--- src/rtl/rom_scramble_ctrl.sv ---
// rtl/rom_scramble_ctrl.sv - ROM window walker that bit-interleaves each word and writes it to a destination port
// rom_scramble_perm is the interleave helper; rom_scramble_ctrl is the sequencer top.

module rom_scramble_perm #(
  parameter int Width = 8
) (
  input  logic [Width-1:0] d,
  output logic [Width-1:0] q
);

  // MSB-first output order is d[0], d[W-1], d[1], d[W-2], ... folding inward
  always_comb begin
    q = '0;
    for (int i = 0; i < Width / 2; i++) begin
      q[Width-1-2*i] = d[i];
      q[Width-2-2*i] = d[Width-1-i];
    end
  end

endmodule

module rom_scramble_ctrl #(
  parameter int Width = 8,
  parameter int Depth = 5
) (
  input  logic             clk_i,
  input  logic             rst_i,
  input  logic             start_i,
  input  logic             abort_i,
  input  logic [Depth-1:0] src_start_i,
  input  logic [Depth-1:0] src_end_i,
  input  logic [Depth-1:0] dst_base_i,
  output logic             rom_oe_o,
  output logic             rom_cs_no,
  output logic [Depth-1:0] rom_addr_o,
  input  logic [Width-1:0] rom_data_i,
  output logic             wr_en_o,
  output logic [Depth-1:0] wr_addr_o,
  output logic [Width-1:0] wr_data_o,
  output logic             busy_o,
  output logic             done_o,
  output logic             aborted_o
);

  typedef enum logic [2:0] {
    S_IDLE,
    S_SELECT,
    S_RELEASE,
    S_WRITE,
    S_DONE
  } state_t;

  state_t           state_q, state_d;
  logic [Depth-1:0] end_q;
  logic [Depth-1:0] dst_q;
  logic [Depth-1:0] idx_q;
  logic [Width-1:0] cap_q;
  logic [Width-1:0] cap_scr;
  logic             in_xfer;
  logic             abort_hit;
  logic             last_word;

  rom_scramble_perm #(.Width(Width)) u_perm (
    .d(cap_q),
    .q(cap_scr)
  );

  assign in_xfer   = (state_q == S_SELECT) || (state_q == S_RELEASE) || (state_q == S_WRITE);
  assign abort_hit = abort_i && in_xfer;
  assign last_word = (rom_addr_o == end_q);

  always_comb begin
    state_d = state_q;
    case (state_q)
      S_IDLE:    if (start_i) state_d = S_SELECT;
      S_SELECT:  state_d = abort_i ? S_IDLE : S_RELEASE;
      S_RELEASE: state_d = abort_i ? S_IDLE : S_WRITE;
      S_WRITE: begin
        if (abort_i)        state_d = S_IDLE;
        else if (last_word) state_d = S_DONE;
        else                state_d = S_SELECT;
      end
      S_DONE:    state_d = S_IDLE;
      default:   state_d = S_IDLE;
    endcase
  end

  // Outputs are registered from the next state so each one is a clean Moore signal
  always_ff @(posedge clk_i) begin
    if (rst_i) begin
      state_q    <= S_IDLE;
      rom_oe_o   <= 1'b0;
      rom_cs_no  <= 1'b1;
      rom_addr_o <= '0;
      wr_en_o    <= 1'b0;
      wr_addr_o  <= '0;
      wr_data_o  <= '0;
      busy_o     <= 1'b0;
      done_o     <= 1'b0;
      aborted_o  <= 1'b0;
      end_q      <= '0;
      dst_q      <= '0;
      idx_q      <= '0;
      cap_q      <= '0;
    end else begin
      state_q   <= state_d;
      rom_oe_o  <= (state_d == S_SELECT);
      rom_cs_no <= (state_d != S_SELECT);
      wr_en_o   <= (state_d == S_WRITE);
      busy_o    <= (state_d == S_SELECT) || (state_d == S_RELEASE) || (state_d == S_WRITE);
      done_o    <= (state_d == S_DONE);
      aborted_o <= abort_hit;

      case (state_q)
        S_IDLE: begin
          if (start_i) begin
            rom_addr_o <= src_start_i;
            end_q      <= src_end_i;
            dst_q      <= dst_base_i;
            idx_q      <= '0;
          end
        end
        S_SELECT: cap_q <= rom_data_i;
        S_RELEASE: begin
          // An abort here leaves the write port holding its previous word
          if (!abort_i) begin
            wr_data_o <= cap_scr;
            wr_addr_o <= dst_q + idx_q;
          end
        end
        S_WRITE: begin
          if (!abort_i && !last_word) begin
            rom_addr_o <= rom_addr_o + Depth'(1);
            idx_q      <= idx_q + Depth'(1);
          end
        end
        default: ;
      endcase
    end
  end

endmodule

--- config.mk ---
export PLATFORM = sky130hd
export DESIGN_NAME = rom_scramble_ctrl
export DESIGN_NICKNAME = d
export VERILOG_FILES = /design/src/rtl/rom_scramble_ctrl.sv
export SDC_FILE = /design/constraint.sdc
export NUM_CORES = 1
export LEC_CHECK = 0
export CAP_MARGIN = 15
export CORE_MARGIN = 2
export CORE_UTILIZATION = 49
export DETAILED_ROUTE_END_ITERATION = 10
export PLACE_DENSITY = 0.9
export SLEW_MARGIN = 5
export SYNTH_ARGS = -nofsm -noshare
export SYNTH_HDL_FRONTEND = slang
export SYNTH_HIERARCHICAL = 1
export SYNTH_SLANG_ARGS = --single-unit
--- constraint.sdc ---
create_clock -name clk_i -period 1.88 [get_ports clk_i]
set_clock_uncertainty 0.1 [all_clocks]
set_input_delay 0.188 -clock clk_i [delete_from_list [all_inputs] [get_ports clk_i]]
set_output_delay 0.188 -clock clk_i [all_outputs]
set_load 0.005 [all_outputs]
After elaboration in Yosys (flattened, before gate mapping)
Cells that the tools add are included.

Register bits: 50. Input bits: 27. Output and inout bits: 24. Word-level logic and storage cells: 54.

Add/sub/neg operators: 3. Eq/ne operators: 11. Muxes and demuxes: 12. Bitwise operators: 1. Reduce and logical (&&, ||, !) cells: 13.

Operators with widths (count): two-way mux 5 bit (4); case mux 5 bit (2 select lines) (2); == test 3 x 2 -> 1 bit (second input constant) (4); case mux 3 bit (4 select lines) (1); adder 5 x 1 -> 5 bit (second input constant) (2); two-way mux 3 bit (3); == test 3 x 1 -> 1 bit (second input constant) (2); adder 5 bit (1); == test 5 bit (1); logical OR 1 bit (4); two-way mux 2 bit (2); AND reduction 2 bit (2); == test 3 bit (second input constant) (1); zero test 3 bit (1); != test 3 x 1 -> 1 bit (second input constant) (1); AND reduction 3 bit (1); logical AND 1 bit (2); zero test 1 bit (2); != test 2 x 1 -> 1 bit (second input constant) (1); != test 2 bit (second input constant) (1); nonzero test 2 bit (1); inverter 1 bit (1).

Longest topological paths before layout
Gate-level depths: netlist of run 1.

Depth in word-level cells: 7. Mapped depth: 8. Mapped depth without buffers: 8.

Modules after synthesis
Netlist of run 1, hierarchy kept.

By module, submodules not included: rom_scramble_ctrl (times used 1, cells each 246, area an instance 2133.3 µm², seq. area each 1001.0 µm²); rom_scramble_perm (times used 1, cells each 8, area an instance 60.1 µm², seq. area each 0.0 µm²).

Worst setup path after synthesis of run 1
OpenSTA, ideal clock, no wires.

Path type: register -> register. From: register rom_addr_o[2]. To: register rom_addr_o[1]. Setup time: 128 ps. Arrival: 1498 ps. Required time: 1652 ps. Setup slack: 154 ps. Stages on the path, launching flop included: 7. Buffers on the path: 1. Clock period less this slack: 1726 ps. Path through: dfxtp_1 -> xnor2_1 -> nand3_1 -> o311ai_4 -> buf_2 -> mux2i_1 -> nor2_1.

Cells in the longest elaborated chain, start to end: 5.

Ends and longest elaborated chain: start: declaration (line 35) `output logic [Depth-1:0] rom_addr_o,`; start signal: assignment (line 117) `rom_addr_o <= src_start_i;`; start signal: assignment (line 133) `rom_addr_o <= rom_addr_o + Depth'(1);`; == test 5 bit (line 70) `assign last_word = (rom_addr_o == end_q);`; zero test 1 bit (line 132) `if (!abort_i && !last_word) begin`; logical AND 1 bit (line 132); != test 2 x 1 -> 1 bit (no source line); AND reduction 3 bit (no source line).

Every way passes these cells. A chain may end at the register's enable or synchronous reset.

Final worst setup path of run 1
From: register state_q[1]. To: register rom_addr_o[2].

Cells in the longest elaborated chain, start to end: 3. Elaborated cells on any way between the ends: 7. Classes of those cells: 3 x eq/ne; 1 x mux; 3 x reduce/logical.

Ends and longest elaborated chain: start: declaration (line 53) `state_t state_q, state_d;`; start signal: assignment (line 106) `state_q <= state_d;`; == test 3 x 2 -> 1 bit or zero test 3 bit (tied branches) (line 114) `case (state_q)`; != test 2 x 1 -> 1 bit (no source line), or another cell as far along; AND reduction 3 bit (no source line).

Several ways; a longest one is shown, not always the timed one.

==> results of run 1 <==
[sequential cells by signal (all words and copies together) (netlist names), 3 cells and up]
| register | count |
|---|---|
| end_q | 5 |
| wr_addr_o | 5 |
| dst_q | 5 |
| idx_q | 5 |
| cap_q | 8 |
| wr_data_o | 8 |
| rom_addr_o | 5 |
| state_q | 3 |
[cell usage after synthesis]
cell type	count
dfxtp_1	50
nand2_1	49
a21oi_1	31
nor2_1	24
mux2i_1	10
xnor2_1	10
buf_4	9
clkbuf_1	9
ha_1	6
inv_1	6
o21ai_0	5
nand3_1	4
or2_2	4
buf_2	3
nor3_1	3
or3_1	3
xor2_1	3
a211oi_1	2
a21o_1	2
and3_1	2
nor2b_1	2
nor3b_1	2
o211ai_1	2
a31oi_1	1
buf_6	1
fa_1	1
mux2_2	1
nand2b_1	1
nand3b_1	1
nor4_1	1
nor4b_2	1
o21ai_2	1
o311ai_4	1
or2_1	1
or3b_4	1
or4b_2	1
[metal layers]
layer | track usage, % | vias up | part of all wire, %
li1 | - | 949 | -
met5 | 0 | - | 0
met4 | 9.43 | 0 | 2.4
met3 | 4.27 | 11 | 4.7
met1 | 25.3 | 916 | 43
met2 | 34.7 | 57 | 50
[report_power, final]
group          internal [mW]  switching, mW
clock network          0.533          0.380
registers               1.12         0.0483
logic                  0.270          0.242
[worst reg2reg max path, delay by kind of cell, from the launching register on]
kind	cells	cell delay [ns]
compound gates	3	0.44
buf+inv	1	0.17
flops	1	0.38
simple gates	2	0.72
[area by class of cell]
cell class              instances  share of cell area, %
flip-flops and latches         50                   33.6
inverters                       6                  0.753
multi-input cells             177                   37.2
clock inverters                 3                   2.30
clock buffers                   5                   2.30
repair buffers                 70                   21.7
well taps                      52                   2.17
[cells by family after synthesis]
group	count (synthesis)
buf+inv	28
fa+ha+maj	7
mux	11
compound gates	45
simple gates	100
flops	50
xor+xnor	13
[metrics by stage]
stage                     cell area, µm²  util (%)
after floorplan                     2190         -
after global placement              2780      64.3
after detailed placement            2780      64.3
after CTS                           2920      67.4
after global routing                2990      69.2
final                               2990      69.2
[cells in the final DEF (no fill, tap or decap), types with 2 or more instances in the layout]
master / count
a211oi_1: 2
a21o_1: 2
a21oi_1: 31
and3_1: 2
buf_4: 20
bufinv_16: 2
clkbuf_8: 5
clkdlybuf4s50_1: 50
dfxtp_1: 47
dfxtp_2: 3
ha_1: 6
inv_1: 6
mux2i_1: 10
nand2_1: 48
nand3_1: 3
nor2_1: 24
nor2b_1: 2
nor3_1: 3
o211ai_1: 2
o21ai_0: 5
o311ai_4: 2
or2_2: 4
or3_1: 2
xnor2_1: 9
xor2_1: 3
[how the worst max path moves through the flow]
stage | start | to | cells after the start
3_3_place_gp | start_i | idx_q[4]$_SDFFE_PP0P_ | 6
6_report | state_q[1]$_SDFF_PP0_ | rom_addr_o[2]$_SDFFE_PP0P_ | 6
5_1_grt | state_q[1]$_SDFF_PP0_ | rom_addr_o[2]$_SDFFE_PP0P_ | 6
3_5_place_dp | start_i | idx_q[4]$_SDFFE_PP0P_ | 6
4_1_cts | rom_addr_o[2]$_SDFFE_PP0P_ | idx_q[1]$_SDFFE_PP0P_ | 6
2_1_floorplan | rom_addr_o[2]$_SDFFE_PP0P_ | rom_addr_o[1]$_SDFFE_PP0P_ | 6
[timing repair]
item | 4_1_cts | 5_1_grt
setup buffers | 0 | 1
setup endpoints to repair | 0 | 7
gates resized for setup | 0 | 11
==> impl_metrics.ini, run 1 <==
[layout]
nNetsFinal = 344
final_cells = 363
area.growth.synth_to_final_pct = 36.5
seq_area_mm2 = 0.00100
drive_gt1_share_pct = 15.4
multi_input_area_mm2 = 0.00111
antenna_cells = 0
fillers = 327

[timing]
post-route-period-util_pct = 101
tightestPinTransition_ns = 0.425
setup_violations = 1
whs_ns = 0.314
finalHoldViolCount = 0
fin_ws_ns = -0.0175
slew_viol_final = 0
slew-limit-headroom_pct = 71.6
min_period_ns = 1.90
tns_ns = -0.0175
fmax_ghz = 0.527

[worst_setup_path]
crit_fanout = 7
r2r_slack_ns = -0.02
crit-reg2reg-capture = rom_addr_o[2]$_SDFFE_PP0P_
cp_slowest_cell = or3b_4
crit_family = simple AND/OR/NAND/NOR gates
slowest_delay_ns = 0.43
rr_worst_depth = 6
r2r_start = state_q[1]$_SDFF_PP0_
path_buf_inv = 1
worstPathCellList = or3b_4, o21ai_4, o311ai_4, buf_4, or2_2, a21oi_1
crit_required_ns = 2.03
endpoint_kind = flop
worstSetupStartpointType = flop
crit_type = flop to flop
critPathArrivalTime_ns = 2.04

[clock_tree]
ctsHoldBuffers = 0
cts_tree = yes
clk_pin_slew_ns = 0.09
insertion_delay_ns = 0.32
htree_num_levels = 2
cts_made_buffers = 5
cts_num_sinks = 50
clk_path_buf_depth = 2
clockRootBuffer = clkbuf_8

[yosys]
avgSynthCellArea_um2 = 8.64
synthAdderAreaFrac_pct = 4.34
synthMuxAreaShare_pct = 5.08
syn-cell-area_mm2 = 0.00219
yosys_register_bits = 50
synth-compound-area-share_pct = 12.2
yosysTopAreaCellShare_pct = 45.6
synth_simple_gate_area_share_pct = 20.8
synth_warnings = 6
synth_top_family_by_area = simple AND/OR/NAND/NOR gates
yosysTopAreaCell = dfxtp_1
syn_inst = 254
synth_nets = 288
ys_top_cells_by_area = dfxtp_1 (46%), nand2_1 (8.4%), a21oi_1 (7.1%)
ys_types = 36
synth_xor_area_share_pct = 5.19
ys_seq_area_share_pct = 45.6

[place]
pre_cts_ws_ns = -0.174
place_inst = 353
io_buffers = 50
dp_hpwl_um = 3420
gp_congestion = 0.830

[detailed_routing]
wire_per_inst_um = 14.4
wirelength_um = 5250
vias = 1933
drt_pre_antenna_iters = 4
ant_nets = 0
drt_iter0_drc = 129
route.detailed.drc = 0
viasPerCell = 5.33

[pwr]
vdd_ir_drop_max_uv = 446
power.leakage_nw = 1.16
power_density_mw_per_mm2 = 867
total_power_mw = 2.59

[status]
violations = setup timing
outcome = finished with violations

[floorplanning]
ios = 51
dieArea_mm2 = 0.00503
rows = 24
die_w_um = 70.9
start_util_pct = 50.7
die_h_um = 70.9
core_area_mm2 = 0.00432

[global_routing]
track_usage_pct = 20.6
grt_pass1_wl_um = 8140
overflow = 0
antenna_found_initial = 0
grt_max_degree = 17
grt_pass1_vias = 1785

[hold_path]
hold_depth = 3
hold_path.class = input port to flop
holdPathEnd = end_q[3]$_SDFFE_PP0P_
min-delay-start = src_end_i[3]

[run]
drv_cap = 0
Note: power is estimated with default switching activity, not from simulation.
==> inputs of run 2 (changes only) <==
--- a/config.mk
+++ b/config.mk
@@ -6,7 +6,6 @@
 export NUM_CORES = 1
 export LEC_CHECK = 0
 export CAP_MARGIN = 15
-export CORE_MARGIN = 2
 export CORE_UTILIZATION = 49
 export DETAILED_ROUTE_END_ITERATION = 10
 export PLACE_DENSITY = 0.9
==> impl_metrics.ini, run 2 (same netlist as run 1, synthesis figures left out) <==
[status]
outcome = complete, no violations

[layout]
area.growth.synth_to_final_pct = 35.0
fillers = 292
drive_gt1_share_pct = 15.3
final_common_cell = clkdlybuf4s50_1
layout_common_cells = clkdlybuf4s50_1 (49), nand2_1 (48), dfxtp_1 (48)
nNetsFinal = 347
antenna_cells = 0
top_regs = cap_q: 8 flops, wr_data_o: 8 flops

[pwr]
p_sw_share_pct = 27.1
power_switching_mw = 0.632
clkPwrFrac_pct = 28.7
power_density_mw_per_mm2 = 789
seqPwrFrac_pct = 49.7
p_int_mw = 1.70
power.leakage_nw = 1.17
pwr-share-comb_pct = 21.6
vdd_ir_drop_max_uv = 584

[global_routing]
grt-busiest-layer = met2
met3_usage_pct = 6.58
overflow = 0
grtUsageMet2_pct = 35.9
grt_pass1_wl_um = 7560
track_usage_pct = 21.9
grt_pass1_vias = 1722
antenna_found_initial = 0
grt_max_degree = 20
grtUsageMet1_pct = 27.3

[timing]
slew-limit-headroom_pct = 67.2
fmax_ghz = 0.536
tightestPinTransition_ns = 0.492
slew_viol_final = 0
finalHoldViolCount = 0
fin_ws_ns = 0.0131
setup_violations = 0
min_period_ns = 1.87
post-route-period-util_pct = 99.3
whs_ns = 0.325

[worst_setup_path]
crit_type = flop to flop
crit_fanout = 6
crit_required_ns = 2.02
endpoint_kind = flop
path_buf_inv = 1
worstPathCellList = or3b_4, o21ai_2, o311ai_4, buf_4, or3_1, a21oi_1
crit_family = simple AND/OR/NAND/NOR gates
slowest_delay_ns = 0.41
worstSetupStartpointType = flop
cp_slowest_cell = or3b_4
critPathArrivalTime_ns = 2.01
rr_worst_depth = 6
cp.depth = 6

[floorplanning]
core_area_mm2 = 0.00414
ios = 51
rows = 23
die_w_um = 68.9
dieArea_mm2 = 0.00475
start_util_pct = 52.9
die_h_um = 68.9

[clock_tree]
cts_tree = yes
clockRootBuffer = clkbuf_8
cts_made_buffers = 5
clk_path_buf_depth = 2
cts_num_sinks = 50
insertion_delay_ns = 0.30
htree_num_levels = 2
clk_pin_slew_ns = 0.09

[detailed_routing]
vias = 1891
drt_pre_antenna_iters = 5
wire_per_inst_um = 13.3
viasPerCell = 5.20
ant_nets = 0
wirelength_um = 4840
route.detailed.drc = 0
drt_iter0_drc = 146

[place]
io_buffers = 50
pre_cts_ws_ns = -0.182
dp_hpwl_um = 3460
gp_congestion = 0.828

[hold_path]
hold_depth = 3
hold_path.class = input port to flop

[run]
drv_cap = 0
[run 2: per-layer routing]
layer	vias to the layer above	wire length (µm)
li1	950	-
met1	884	2000
met2	51	2460
met3	6	297
met4	0	75
met5	-	0
[run 2: what timing repair did]
action / CTS / global route
endpoints found under the setup margin: 0 / 6
gates resized for setup: 0 / 7
hold buffers: 0 / 0
buffers inserted: 0 / 2
[run 2: final timing paths]
path                                            start                   endpoint  slack (ns)
worst max-delay path            state_q[1]$_SDFF_PP0_      idx_q[4]$_SDFFE_PP0P_        0.01
worst min register to register  cap_q[2]$_SDFFE_PP0P_  wr_data_o[3]$_SDFFE_PP0N_        0.36
worst max register to register  state_q[1]$_SDFF_PP0_      idx_q[4]$_SDFFE_PP0P_        0.01
worst min-delay path                    dst_base_i[2]      dst_q[2]$_SDFFE_PP0P_        0.32
[run 2: through the flow]
step	util, %	power, mW	instance area (µm²)	setup TNS, ns	instances
global route	71.5	2.44	2960	-0.0240	364
global placement	67.8	1.63	2810	-0.540	354
CTS	70.2	2.30	2910	0	362
floorplan	-	1.45	2190	0	254
finish	71.5	2.34	2960	0	364
detailed placement	67.8	1.65	2810	-0.885	354
[run 2: final cells by class]
type	instances	area [µm²]	share of cell area (%)
well taps	50	62.6	2.11
inverters	6	22.5	0.760
repair buffers	74	708	23.9
multi-input cells	176	1070	36.0
clock buffers	6	82.6	2.79
flip-flops and latches	50	1000	33.9
clock inverters	2	16.3	0.549
[run 2: power groups by stage]
| stage | clock network (mW) | registers [mW] | logic, mW |
|---|---|---|---|
| detailed placement | 0 | 1.18 | 0.467 |
| floorplan | 0 | 1.18 | 0.267 |
| global route | 0.724 | 1.17 | 0.551 |
| global placement | 0 | 1.18 | 0.453 |
| CTS | 0.675 | 1.16 | 0.470 |
| finish | 0.671 | 1.16 | 0.505 |
[run 2: worst min-delay path: stages]
cell	delay [ns]
clkdlybuf4s50_1	0.40
nand2_1	0.05
a21oi_1	0.05
